--- src/rtl/booths_divider.sv ---
// Sequential signed divider: 2*WIDTH-bit dividend / WIDTH-bit divisor, radix-2 restoring on magnitudes.
// Optional EARLY_TERM_EN: zero divisor or zero dividend skips straight to DONE.
`timescale 1ns / 1ps

module booths_divider #(
    parameter int unsigned WIDTH = 16
) (
    input  logic               clk,
    input  logic               rst,
    input  logic               in_valid,
    output logic               in_ready,
    input  logic [2*WIDTH-1:0] dividend,
    input  logic [WIDTH-1:0]   divisor,
    output logic               out_valid,
    input  logic               out_ready,
    output logic [WIDTH-1:0]   quotient,
    output logic [WIDTH-1:0]   remainder,
    output logic               ovf,
    output logic               div_zero
);

    localparam int unsigned CW = $clog2(2 * WIDTH + 1);
    localparam logic [CW-1:0] LAST = CW'(2 * WIDTH - 1);

    typedef enum logic [1:0] {StIdle, StCalc, StFix, StDone} state_e;

    state_e               state_q, state_d;
    logic [2*WIDTH-1:0]   dvd_q, dvd_d;
    logic [WIDTH-1:0]     dvs_q, dvs_d;
    logic [WIDTH:0]       rem_q, rem_d;
    logic [2*WIDTH-1:0]   quo_q, quo_d;
    logic [CW-1:0]        cnt_q, cnt_d;
    logic                 dvd_neg_q, dvd_neg_d;
    logic                 dvs_neg_q, dvs_neg_d;
    logic                 dvs_zero_q, dvs_zero_d;
    logic [WIDTH-1:0]     dvd_lo_q, dvd_lo_d;
    logic [WIDTH-1:0]     quotient_q, quotient_d;
    logic [WIDTH-1:0]     remainder_q, remainder_d;
    logic                 ovf_q, ovf_d;
    logic                 div_zero_q, div_zero_d;

    logic [WIDTH:0]       rem_shift;
    logic                 rem_ge;
    logic [2*WIDTH-1:0]   q_signed;
    logic [WIDTH-1:0]     rem_signed;
    logic                 q_fits;

    always_ff @(posedge clk) begin
        if (rst) begin
            state_q     <= StIdle;
            dvd_q       <= '0;
            dvs_q       <= '0;
            rem_q       <= '0;
            quo_q       <= '0;
            cnt_q       <= '0;
            dvd_neg_q   <= 1'b0;
            dvs_neg_q   <= 1'b0;
            dvs_zero_q  <= 1'b0;
            dvd_lo_q    <= '0;
            quotient_q  <= '0;
            remainder_q <= '0;
            ovf_q       <= 1'b0;
            div_zero_q  <= 1'b0;
        end else begin
            state_q     <= state_d;
            dvd_q       <= dvd_d;
            dvs_q       <= dvs_d;
            rem_q       <= rem_d;
            quo_q       <= quo_d;
            cnt_q       <= cnt_d;
            dvd_neg_q   <= dvd_neg_d;
            dvs_neg_q   <= dvs_neg_d;
            dvs_zero_q  <= dvs_zero_d;
            dvd_lo_q    <= dvd_lo_d;
            quotient_q  <= quotient_d;
            remainder_q <= remainder_d;
            ovf_q       <= ovf_d;
            div_zero_q  <= div_zero_d;
        end
    end

    always_comb begin
        // rem_q[WIDTH] is always 0 after a step; folding it in keeps the compare exact
        rem_shift  = {rem_q[WIDTH-1:0], dvd_q[2*WIDTH-1]};
        rem_ge     = rem_q[WIDTH] | (rem_shift >= {1'b0, dvs_q});
        q_signed   = (dvd_neg_q ^ dvs_neg_q) ? -quo_q : quo_q;
        rem_signed = dvd_neg_q ? -rem_q[WIDTH-1:0] : rem_q[WIDTH-1:0];
        // Fits in signed WIDTH when the top WIDTH+1 bits are a pure sign extension
        q_fits     = (&q_signed[2*WIDTH-1:WIDTH-1]) | ~(|q_signed[2*WIDTH-1:WIDTH-1]);
    end

    always_comb begin
        state_d     = state_q;
        dvd_d       = dvd_q;
        dvs_d       = dvs_q;
        rem_d       = rem_q;
        quo_d       = quo_q;
        cnt_d       = cnt_q;
        dvd_neg_d   = dvd_neg_q;
        dvs_neg_d   = dvs_neg_q;
        dvs_zero_d  = dvs_zero_q;
        dvd_lo_d    = dvd_lo_q;
        quotient_d  = quotient_q;
        remainder_d = remainder_q;
        ovf_d       = ovf_q;
        div_zero_d  = div_zero_q;
        in_ready    = 1'b0;
        out_valid   = 1'b0;

        unique case (state_q)
            StIdle: begin
                in_ready = 1'b1;
                if (in_valid) begin
                    dvd_d      = dividend[2*WIDTH-1] ? -dividend : dividend;
                    dvs_d      = divisor[WIDTH-1] ? -divisor : divisor;
                    dvd_neg_d  = dividend[2*WIDTH-1];
                    dvs_neg_d  = divisor[WIDTH-1];
                    dvs_zero_d = (divisor == '0);
                    dvd_lo_d   = dividend[WIDTH-1:0];
                    quo_d      = '0;
                    rem_d      = '0;
                    cnt_d      = '0;
                    state_d    = StCalc;
`ifdef EARLY_TERM_EN
                    if (divisor == '0) begin
                        quotient_d  = '1;
                        remainder_d = dividend[WIDTH-1:0];
                        ovf_d       = 1'b0;
                        div_zero_d  = 1'b1;
                        state_d     = StDone;
                    end else if (dividend == '0) begin
                        quotient_d  = '0;
                        remainder_d = '0;
                        ovf_d       = 1'b0;
                        div_zero_d  = 1'b0;
                        state_d     = StDone;
                    end
`endif
                end
            end
            StCalc: begin
                rem_d = rem_ge ? (rem_shift - {1'b0, dvs_q}) : rem_shift;
                quo_d = {quo_q[2*WIDTH-2:0], rem_ge};
                dvd_d = {dvd_q[2*WIDTH-2:0], 1'b0};
                cnt_d = cnt_q + CW'(1);
                if (cnt_q == LAST) begin
                    state_d = StFix;
                end
            end
            StFix: begin
                if (dvs_zero_q) begin
                    quotient_d  = '1;
                    remainder_d = dvd_lo_q;
                    ovf_d       = 1'b0;
                    div_zero_d  = 1'b1;
                end else begin
                    quotient_d  = q_signed[WIDTH-1:0];
                    remainder_d = rem_signed;
                    ovf_d       = ~q_fits;
                    div_zero_d  = 1'b0;
                end
                state_d = StDone;
            end
            StDone: begin
                out_valid = 1'b1;
                if (out_ready) begin
                    state_d = StIdle;
                end
            end
            default: begin
                state_d = StIdle;
            end
        endcase
    end

    assign quotient  = quotient_q;
    assign remainder = remainder_q;
    assign ovf       = ovf_q;
    assign div_zero  = div_zero_q;

endmodule
--- config.mk ---
export PLATFORM = sky130hd
export DESIGN_NAME = booths_divider
export DESIGN_NICKNAME = d
export VERILOG_FILES = /design/src/rtl/booths_divider.sv
export SDC_FILE = /design/constraint.sdc
export NUM_CORES = 1
export LEC_CHECK = 0
export CAP_MARGIN = 5
export CORE_ASPECT_RATIO = 2
export CORE_MARGIN = 4
export CORE_UTILIZATION = 50
export CTS_BUF_LIST = sky130_fd_sc_hd__clkbuf_8
export DETAILED_ROUTE_END_ITERATION = 7
export GPL_ROUTABILITY_DRIVEN = 0
export PLACE_DENSITY_LB_ADDON = 0.1
export SLEW_MARGIN = 30
export SYNTH_ARGS = -nofsm -noshare
export SYNTH_HDL_FRONTEND = slang
export SYNTH_SLANG_ARGS = --single-unit
--- constraint.sdc ---
create_clock -name clk -period 9.3 [get_ports clk]
set_clock_uncertainty 0.15 [all_clocks]
set_input_delay 0.93 -clock clk [delete_from_list [all_inputs] [get_ports clk]]
set_output_delay 0.93 -clock clk [all_outputs]
set_load 0.02 [all_outputs]
Yosys cells after proc, flatten, opt, wreduce, memory -nomap -nowiden
Index checks and enable logic that the tools add are counted.
Cells by class
  mux-type cells: 23
  shift operators: 0
  bitwise logic cells: 5
  eq/ne operators: 7
  order comparisons: 1
  $mul: 0
  reduce and logical (&&, ||, !) cells: 8
  add/sub/neg operators: 6
  divide/modulo/power cells: 0
Operators by type and width (count)
  2-to-1 mux 32 bit: 4
  one-hot mux 32 bit (2 select lines): 2
  2-to-1 mux 16 bit: 4
  negation 32 bit: 2
  2-to-1 mux 17 bit: 2
  one-hot mux 17 bit (2 select lines): 1
  negation 16 bit: 2
  greater-or-equal comparator 17 x 16 -> 1 bit: 1
  AND reduction 17 bit: 1
  OR reduction 17 bit: 1
  subtractor 17 x 16 -> 17 bit: 1
  zero test 16 bit: 1
  one-hot mux 6 bit (2 select lines): 1
  one-hot mux 2 bit (4 select lines): 1
  adder 6 x 1 -> 6 bit (second input constant): 1
  equality test 6 x 5 -> 1 bit (second input constant): 1
  2-to-1 mux 2 bit: 3
  2-to-1 mux 6 bit: 1
  != test 2 bit (second input constant): 3
  equality test 2 bit (second input constant): 2
  2-to-1 mux 1 bit: 4
  AND reduction 2 bit: 2
  AND reduction 3 bit: 1
  equality test 2 x 1 -> 1 bit (second input constant): 1
  5 further kinds: 7
Word-level totals
  word-level logic and storage cells: 64
  output and inout bits: 36
  RAM bits: 0
  ROM bits: 0
  bits in registers: 158
  bits of input ports: 52
  latch bits: 0
  memories kept: 0

Longest topological paths before layout
Gate-level depths: netlist of the first run.
  word-level depth: 7
  depth in mapped cells: 12
  mapped depth without buffers: 12

Worst setup path before layout of the first run
Ideal clock, no wire load.
  path type: input-to-reg
  from: input port dividend[7]
  to: register dvd_q[29]
  library setup time: 0.101 ns
  stages on the path: 8
  arrival time: 3.147 ns
  slack: 5.902 ns
  data required time: 9.049 ns
  cells stage by stage: or4_1 -> nor3_1 -> nand4_1 -> or4_1 -> o41ai_1 -> xnor2_1 -> nor2_1 -> o41ai_1
On the way
  longest elaborated chain between the ends: 4
RTL lines
  start: declaration: RTL line 12  | input logic [2*WIDTH-1:0] dividend,
  negation 32 bit: RTL line 114  | dvd_d = dividend[2*WIDTH-1] ? -dividend : dividend;
  2-to-1 mux 32 bit: RTL line 114
  2-to-1 mux 32 bit: RTL line 113  | if (in_valid) begin
  one-hot mux 32 bit (2 select lines): RTL line 110  | unique case (state_q)
  end signal: assignment: RTL line 66  | dvd_q <= dvd_d;
  end: declaration: RTL line 28  | logic [2*WIDTH-1:0] dvd_q, dvd_d;
Every way passes these cells. The select of a mux whose other input is x is not followed.
A chain may end at the register's enable or synchronous reset.

Worst setup path in the final report of the first run
Ends and elaborated chain as after synthesis.

==> results of run 1 <==
-- how the worst max path moves through the flow --
stage | slack (ns) | depth (start not counted) | endpoint | from
6_report | 5.31 | 9 | dvd_q[29]$_SDFFE_PP0P_ | dividend[7]
5_1_grt | 5.04 | 9 | dvd_q[29]$_SDFFE_PP0P_ | dividend[7]
4_1_cts | 5.30 | 9 | dvd_q[29]$_SDFFE_PP0P_ | dividend[7]
3_5_place_dp | 4.82 | 9 | dvd_q[29]$_SDFFE_PP0P_ | dividend[7]
3_3_place_gp | 4.98 | 9 | dvd_q[29]$_SDFFE_PP0P_ | dividend[7]
2_1_floorplan | 5.90 | 8 | dvd_q[29]$_SDFFE_PP0P_ | dividend[7]
-- logic make-up (layout without fill, tap and decap cells) --
family,after synthesis,count (layout)
DFF,158,158
AOI/OAI and AO/OA,323,323
muxes,34,34
adders and majority gates,26,26
buffers and inverters,118,167
and+or+nand+nor,416,416
xor gates and xnor gates,94,94
-- cell usage after synthesis (13+ instances only) --
library cell | number | area, sq um
nand2_1 | 162 | 608
clkbuf_1 | 69 | 259
ha_1 | 25 | 313
nor4_1 | 13 | 81.3
o211ai_1 | 14 | 105
o22ai_1 | 15 | 93.8
inv_1 | 36 | 135
nor3_1 | 17 | 85.1
o21ai_0 | 86 | 430
a22oi_1 | 35 | 263
a211oi_1 | 21 | 158
o41ai_1 | 15 | 131
nand3_1 | 23 | 115
mux2i_1 | 32 | 320
or4_1 | 18 | 135
xor2_1 | 58 | 508
xnor2_1 | 36 | 315
a21oi_1 | 71 | 355
dfxtp_1 | 158 | 3160
nor2_1 | 129 | 484
o31ai_1 | 18 | 135
-- worst register-to-register path: stages, from the launching register on --
cell and delay (ns):
dfxtp_1 0.38, inv_1 0.08, ha_1 0.18, nor3b_1 0.56
nor3b_2 0.62, nand3_1 0.34, o41ai_1 0.33, a32oi_1 0.11
nor4b_1 0.32, nand4_1 0.13, and3_1 0.20
-- registers in the layout, summed over array words and instances (netlist names) --
| name | count |
|---|---|
| cnt_q | 6 |
| div_zero | 1 |
| dvd_lo_q | 16 |
| dvd_neg_q | 1 |
| dvd_q | 32 |
| dvs_neg_q | 1 |
| dvs_q | 16 |
| dvs_zero_q | 1 |
| ovf | 1 |
| quo_q | 32 |
| quotient | 16 |
| rem_q | 17 |
| remainder | 16 |
| state_q | 2 |
-- metal layers --
layer | wire length [microns] | GRT usage | share of wire
met5 | 0 | 0 | 0
met4 | 1270 | 0.146 | 0.053
met3 | 762 | 0.0305 | 0.032
met2 | 12900 | 0.436 | 0.54
met1 | 9130 | 0.264 | 0.38
-- cell type report --
type                            count  area [sq um]
Clock inverter                     15           116
Tap cell                          213           267
Inverter                           37           139
Multi-Input combinational cell    893          5470
Sequential cell                   158          3160
Clock buffer                       17           234
Timing Repair Buffer               98           951
Fill cell                        1720          7450
-- through the flow --
step | utilization | area [sq um] | total power [W]
2_1_floorplan | - | 9060 | 0.00224
3_3_place_gp | 0.561 | 9970 | 0.00269
3_5_place_dp | 0.561 | 9970 | 0.00271
4_1_cts | 0.581 | 10300 | 0.00318
5_1_grt | 0.581 | 10300 | 0.00342
6_report | 0.581 | 10300 | 0.00316
-- where the power goes --
part | total [W] | internal (W) | switching, W
combinational | 0.00173 | 0.000687 | 0.00105
sequential | 0.000960 | 0.000831 | 0.000129
clock | 0.000464 | 0.000188 | 0.000277
==> results.py, run 1 <==
metrics = {
    "status": {
        "status": "complete, no violations",
    },
    "clocking": {
        "clock_path_buffers": 2,
        "numCtsBuffers": 17,
        "cts_max_level": 4,
        "insertion_delay_ns": 0.45,
        "path_clk_slew_ns": 0.09,
        "root_buffer": "clkbuf_8",
        "cts_resized": 0,
        "clock-sinks": 158,
        "cts_hold_buf": 0,
        "cts_tree": "built",
        "cts_setup_buffers": 0,
    },
    "finish": {
        "diodes": 0,
        "final_common_cell": "nand2_1",
        "final_nets": 1283,
        "syn2layout_area_growth_pct": 14.0,
        "layout.cells.non_filler": 1431,
        "drive_gt1_frac": 0.0509,
        "mostFrequentLayoutCells": "162 x nand2_1, 158 x dfxtp_1, 128 x nor2_1",
    },
    "place": {
        "hpwl_microns": 17600,
        "port_buffers": 87,
        "numPlacedInstances": 1399,
        "pre_cts_ws_ns": 4.82,
    },
    "hold_path": {
        "min-delay-start": "dvs_q[5]$_SDFFE_PP0P_",
        "hold_depth": 2,
        "hold_end": "dvs_q[5]$_SDFFE_PP0P_",
        "min_path_type": "flip-flop to flip-flop",
    },
    "sta": {
        "setup_tns_ns": 0,
        "slew_viol_final": 0,
        "slew_headroom": 0.342,
        "finalWorstSetupSlack_ns": 5.31,
        "finalSetupViolations": 0,
        "tightest_slew_ns": 0.983,
        "post-route-period-util": 0.429,
        "min_period_ns": 3.99,
        "hold_ws_ns": 0.305,
        "hold_viol_final": 0,
        "clock.fmax_ghz": 0.251,
        "rsz0062_at_grt": "no",
    },
    "synth": {
        "yosysSeqAreaShare": 0.349,
        "synth_edf_count": 0,
        "synth_compound_area_frac": 0.229,
        "synth_seq_cells": 158,
        "synth-xor-area-share": 0.0908,
        "synth_top_family_by_area": "compound AO/OA/AOI/OAI gates",
        "synth_mux_area_frac": 0.0378,
        "syn_inst": 1169,
        "synth_adder_area_share": 0.0367,
        "syn_area_sq_um": 9060,
        "synth_flop_cell": "dfxtp_1",
        "yosys_warnings": 0,
        "synth_simple_gate_area_frac": 0.207,
        "syn_nets": 1247,
        "ys_types": 58,
        "async_reset_ff_frac": 0,
        "avgSynthCellArea_sq_um": 7.75,
    },
    "route": {
        "drcViolationCount": 0,
        "wl_microns": 24000,
        "antenna_left": 0,
        "vias": 8531,
        "wl_per_cell_microns": 16.8,
        "dr.pass1.iters": 5,
        "drt-initial-drc-count": 325,
        "vias_per_cell": 5.96,
    },
    "worst_setup_path": {
        "critPathMaxFanout": 6,
        "cp-end-kind": "flip-flop",
        "r2r-start": "quo_q[0]$_SDFFE_PP0P_",
        "reg2reg_depth": 10,
        "crit_slowest_cell": "or4_1",
        "startpoint_type": "primary input",
        "path_delay_family": "simple AND/OR/NAND/NOR gates",
        "r2r_slack_ns": 5.79,
        "crit_path_cell_trace": "clkdlybuf4s50_1, or4_1, nor3_1, nand4_1, or4_1, o41ai_1, xnor2_1, nor2_1, o41ai_1",
        "cp.arrival_ns": 4.18,
        "slowest_delay_ns": 0.59,
        "reg2reg_to": "ovf$_SDFFE_PP0P_",
        "crit_type": "primary input to flip-flop",
        "crit_required_ns": 9.49,
        "path_buf_inv": 1,
    },
    "global_route": {
        "grt_pass1_wl_microns": 39800,
        "gr-total-overflow": 0,
        "grt_max_degree": 77,
        "antenna_found_initial": 0,
        "grt_usage": 0.243,
        "grt_pass1_vias": 8288,
    },
    "die": {
        "core_sq_um": 17800,
        "fp.dieH_microns": 198,
        "die_area_sq_um": 20500,
        "initial_utilization": 0.510,
        "rows": 69,
        "io_pins": 88,
        "die_w_microns": 103,
    },
    "power_and_ir_drop": {
        "power_density_nw_per_um2": 306,
        "ir_worst_vdd_v": 0.000177,
        "power.leakage_nw": 3.89,
    },
    "run": {
        "drv_cap": 0,
    },
}
(Power assumes the default switching activity.)
==> run 2: changes to the inputs <==
==> constraint.sdc (replaced) <==
create_clock -name clk -period 3.3 [get_ports clk]
set_clock_uncertainty 0.15 [all_clocks]
set_input_delay 0.33 -clock clk [delete_from_list [all_inputs] [get_ports clk]]
set_output_delay 0.33 -clock clk [all_outputs]
set_load 0.02 [all_outputs]
==> run 2 against run 1 <==
Sequential power grew to 2.8 times the previous value; design area grew 4.2%; wire length grew 3.5%; largest power group unchanged; flip-flop and latch count is the same.
==> results.py, run 2 (synthesis gave the netlist of run 1 again) <==
metrics = {
    "status": {
        "status": "complete, no violations",
    },
    "sta": {
        "tightest_slew_ns": 0.795,
        "rsz0062_at_grt": "no",
        "post-route-period-util": 0.951,
        "slew_headroom": 0.468,
        "finalWorstSetupSlack_ns": 0.163,
        "hold_viol_final": 0,
        "slew_viol_final": 0,
        "finalSetupViolations": 0,
        "clock.fmax_ghz": 0.319,
        "setup_tns_ns": 0,
        "min_period_ns": 3.14,
    },
    "global_route": {
        "grt_pass1_vias": 8241,
        "antenna_found_initial": 0,
        "grt_max_degree": 110,
        "gr-total-overflow": 0,
        "grt_pass1_wl_microns": 40000,
        "grt_usage": 0.247,
    },
    "route": {
        "wl_met3_microns": 608,
        "vias": 8581,
        "dr.pass1.iters": 4,
        "drt-initial-drc-count": 320,
        "antenna_left": 0,
        "top_layer_used": "met4",
        "wl_met1_microns": 9430,
        "wl_met2_microns": 13500,
        "wl_per_cell_microns": 16.9,
        "drcViolationCount": 0,
        "vias_per_cell": 5.82,
        "wl_microns": 24900,
    },
    "die": {
        "core_sq_um": 17800,
        "rows": 69,
        "initial_utilization": 0.510,
        "fp.dieH_microns": 198,
        "io_pins": 88,
        "die_w_microns": 103,
        "die_area_sq_um": 20500,
    },
    "worst_setup_path": {
        "startpoint_type": "flip-flop",
        "crit_type": "flip-flop to flip-flop",
        "cp.arrival_ns": 3.35,
        "crit_end": "ovf$_SDFFE_PP0P_",
        "cp-startpoint": "quo_q[4]$_SDFFE_PP0P_",
        "r2r_slack_ns": 0.16,
        "reg2reg_to": "ovf$_SDFFE_PP0P_",
        "crit_required_ns": 3.52,
        "critPathMaxFanout": 8,
        "reg2reg_depth": 8,
        "r2r-start": "quo_q[4]$_SDFFE_PP0P_",
        "cp-end-kind": "flip-flop",
    },
    "power_and_ir_drop": {
        "power_density_nw_per_um2": 880,
        "clockPowerShare": 0.172,
        "internal_power_w": 0.00529,
        "power.leakage_nw": 4.16,
        "p_switching_w": 0.00418,
        "ir_worst_vdd_v": 0.000379,
        "switching_share": 0.441,
        "p_seq_frac": 0.282,
        "pwr-share-comb": 0.546,
    },
    "place": {
        "pre_cts_ws_ns": -0.0211,
        "port_buffers": 87,
        "numPlacedInstances": 1443,
        "hpwl_microns": 18600,
    },
    "hold_path": {
        "min-delay-start": "rst",
        "min_path_type": "primary input to flip-flop",
    },
    "finish": {
        "reg.largest.list": "dvd_q (32), quo_q (32), rem_q (17)",
        "final_common_cell": "nand2_1",
        "layout.cells.non_filler": 1475,
        "drive_gt1_frac": 0.0832,
        "final_nets": 1327,
        "diodes": 0,
        "nFillCells": 1645,
        "mostFrequentLayoutCells": "162 x nand2_1, 158 x dfxtp_1, 129 x nor2_1",
        "syn2layout_area_growth_pct": 18.8,
    },
    "run": {
        "drv_cap": 0,
    },
    "clocking": {
        "insertion_delay_ns": 0.46,
        "cts_hold_buf": 0,
        "numCtsBuffers": 17,
        "path_clk_slew_ns": 0.09,
        "cts_max_level": 4,
        "clock-sinks": 158,
        "root_buffer": "clkbuf_8",
        "clock_path_buffers": 2,
        "cts_tree": "built",
    },
}
==> run 2: area by class of cell <==
class / instances / area [sq um] / share of cell area
multi-input combinational: 893 / 5460 / 0.507
timing repair buffer: 142 / 1290 / 0.120
sequential: 158 / 3160 / 0.294
inverter: 37 / 139 / 0.0129
clock buffer: 17 / 234 / 0.0217
clock inverter: 15 / 211 / 0.0196
tap: 213 / 267 / 0.0248
==> run 2: power by group through the flow <==
stage / logic, W / clock network, W / registers, W
4_1_cts: 0.00519 / 0.00167 / 0.00266
2_1_floorplan: 0.00355 / 0 / 0.00274
6_report: 0.00518 / 0.00163 / 0.00267
3_5_place_dp: 0.00516 / 0 / 0.00271
3_3_place_gp: 0.00512 / 0 / 0.00269
5_1_grt: 0.00572 / 0.00175 / 0.00271
==> run 2: routing by layer <==
| metal | vias up | track usage |
|---|---|---|
| met5 | - | 0 |
| met3 | 69 | 0.0340 |
| met4 | 0 | 0.140 |
| li1 | 4302 | - |
| met1 | 4034 | 0.257 |
| met2 | 176 | 0.457 |
==> run 2: timing repair <==
| action | in CTS | in global routing |
|---|---|---|
| resized for setup | 0 | 2 |
| endpoints found under the setup margin | 0 | 1 |
| setup buffers | 0 | 0 |
==> run 2: worst min-delay path by stage <==
| stage | depth (start not counted) | to |
|---|---|---|
| 2_1_floorplan | 2 | rem_q[16]$_SDFFE_PP0P_ |
| 3_3_place_gp | 2 | dvd_q[17]$_SDFFE_PP0P_ |
| 3_5_place_dp | 2 | dvd_q[11]$_SDFFE_PP0P_ |
| 4_1_cts | 2 | dvd_lo_q[13]$_SDFFE_PP0P_ |
| 5_1_grt | 2 | dvd_lo_q[10]$_SDFFE_PP0P_ |
| 6_report | 2 | dvd_lo_q[7]$_SDFFE_PP0P_ |
==> run 2: worst max-delay path: stages, from the launching register on <==
cell	delay, ns
dfxtp_1	0.40
or4_4	0.57
or3_4	0.44
or3_1	0.44
nor3_1	0.16
o21ai_0	0.16
a2111oi_1	0.38
nand4_1	0.14
and3_1	0.19
==> run 2: per-stage QoR <==
step / util / hold slack [ns] / total power (W) / instance area [sq um]
2_1_floorplan: - / 0.277 / 0.00630 / 9060
3_3_place_gp: 0.580 / 0.289 / 0.00782 / 10300
3_5_place_dp: 0.580 / 0.295 / 0.00787 / 10300
4_1_cts: 0.605 / 0.149 / 0.00953 / 10800
5_1_grt: 0.605 / 0.178 / 0.0102 / 10800
6_report: 0.605 / 0.173 / 0.00948 / 10800
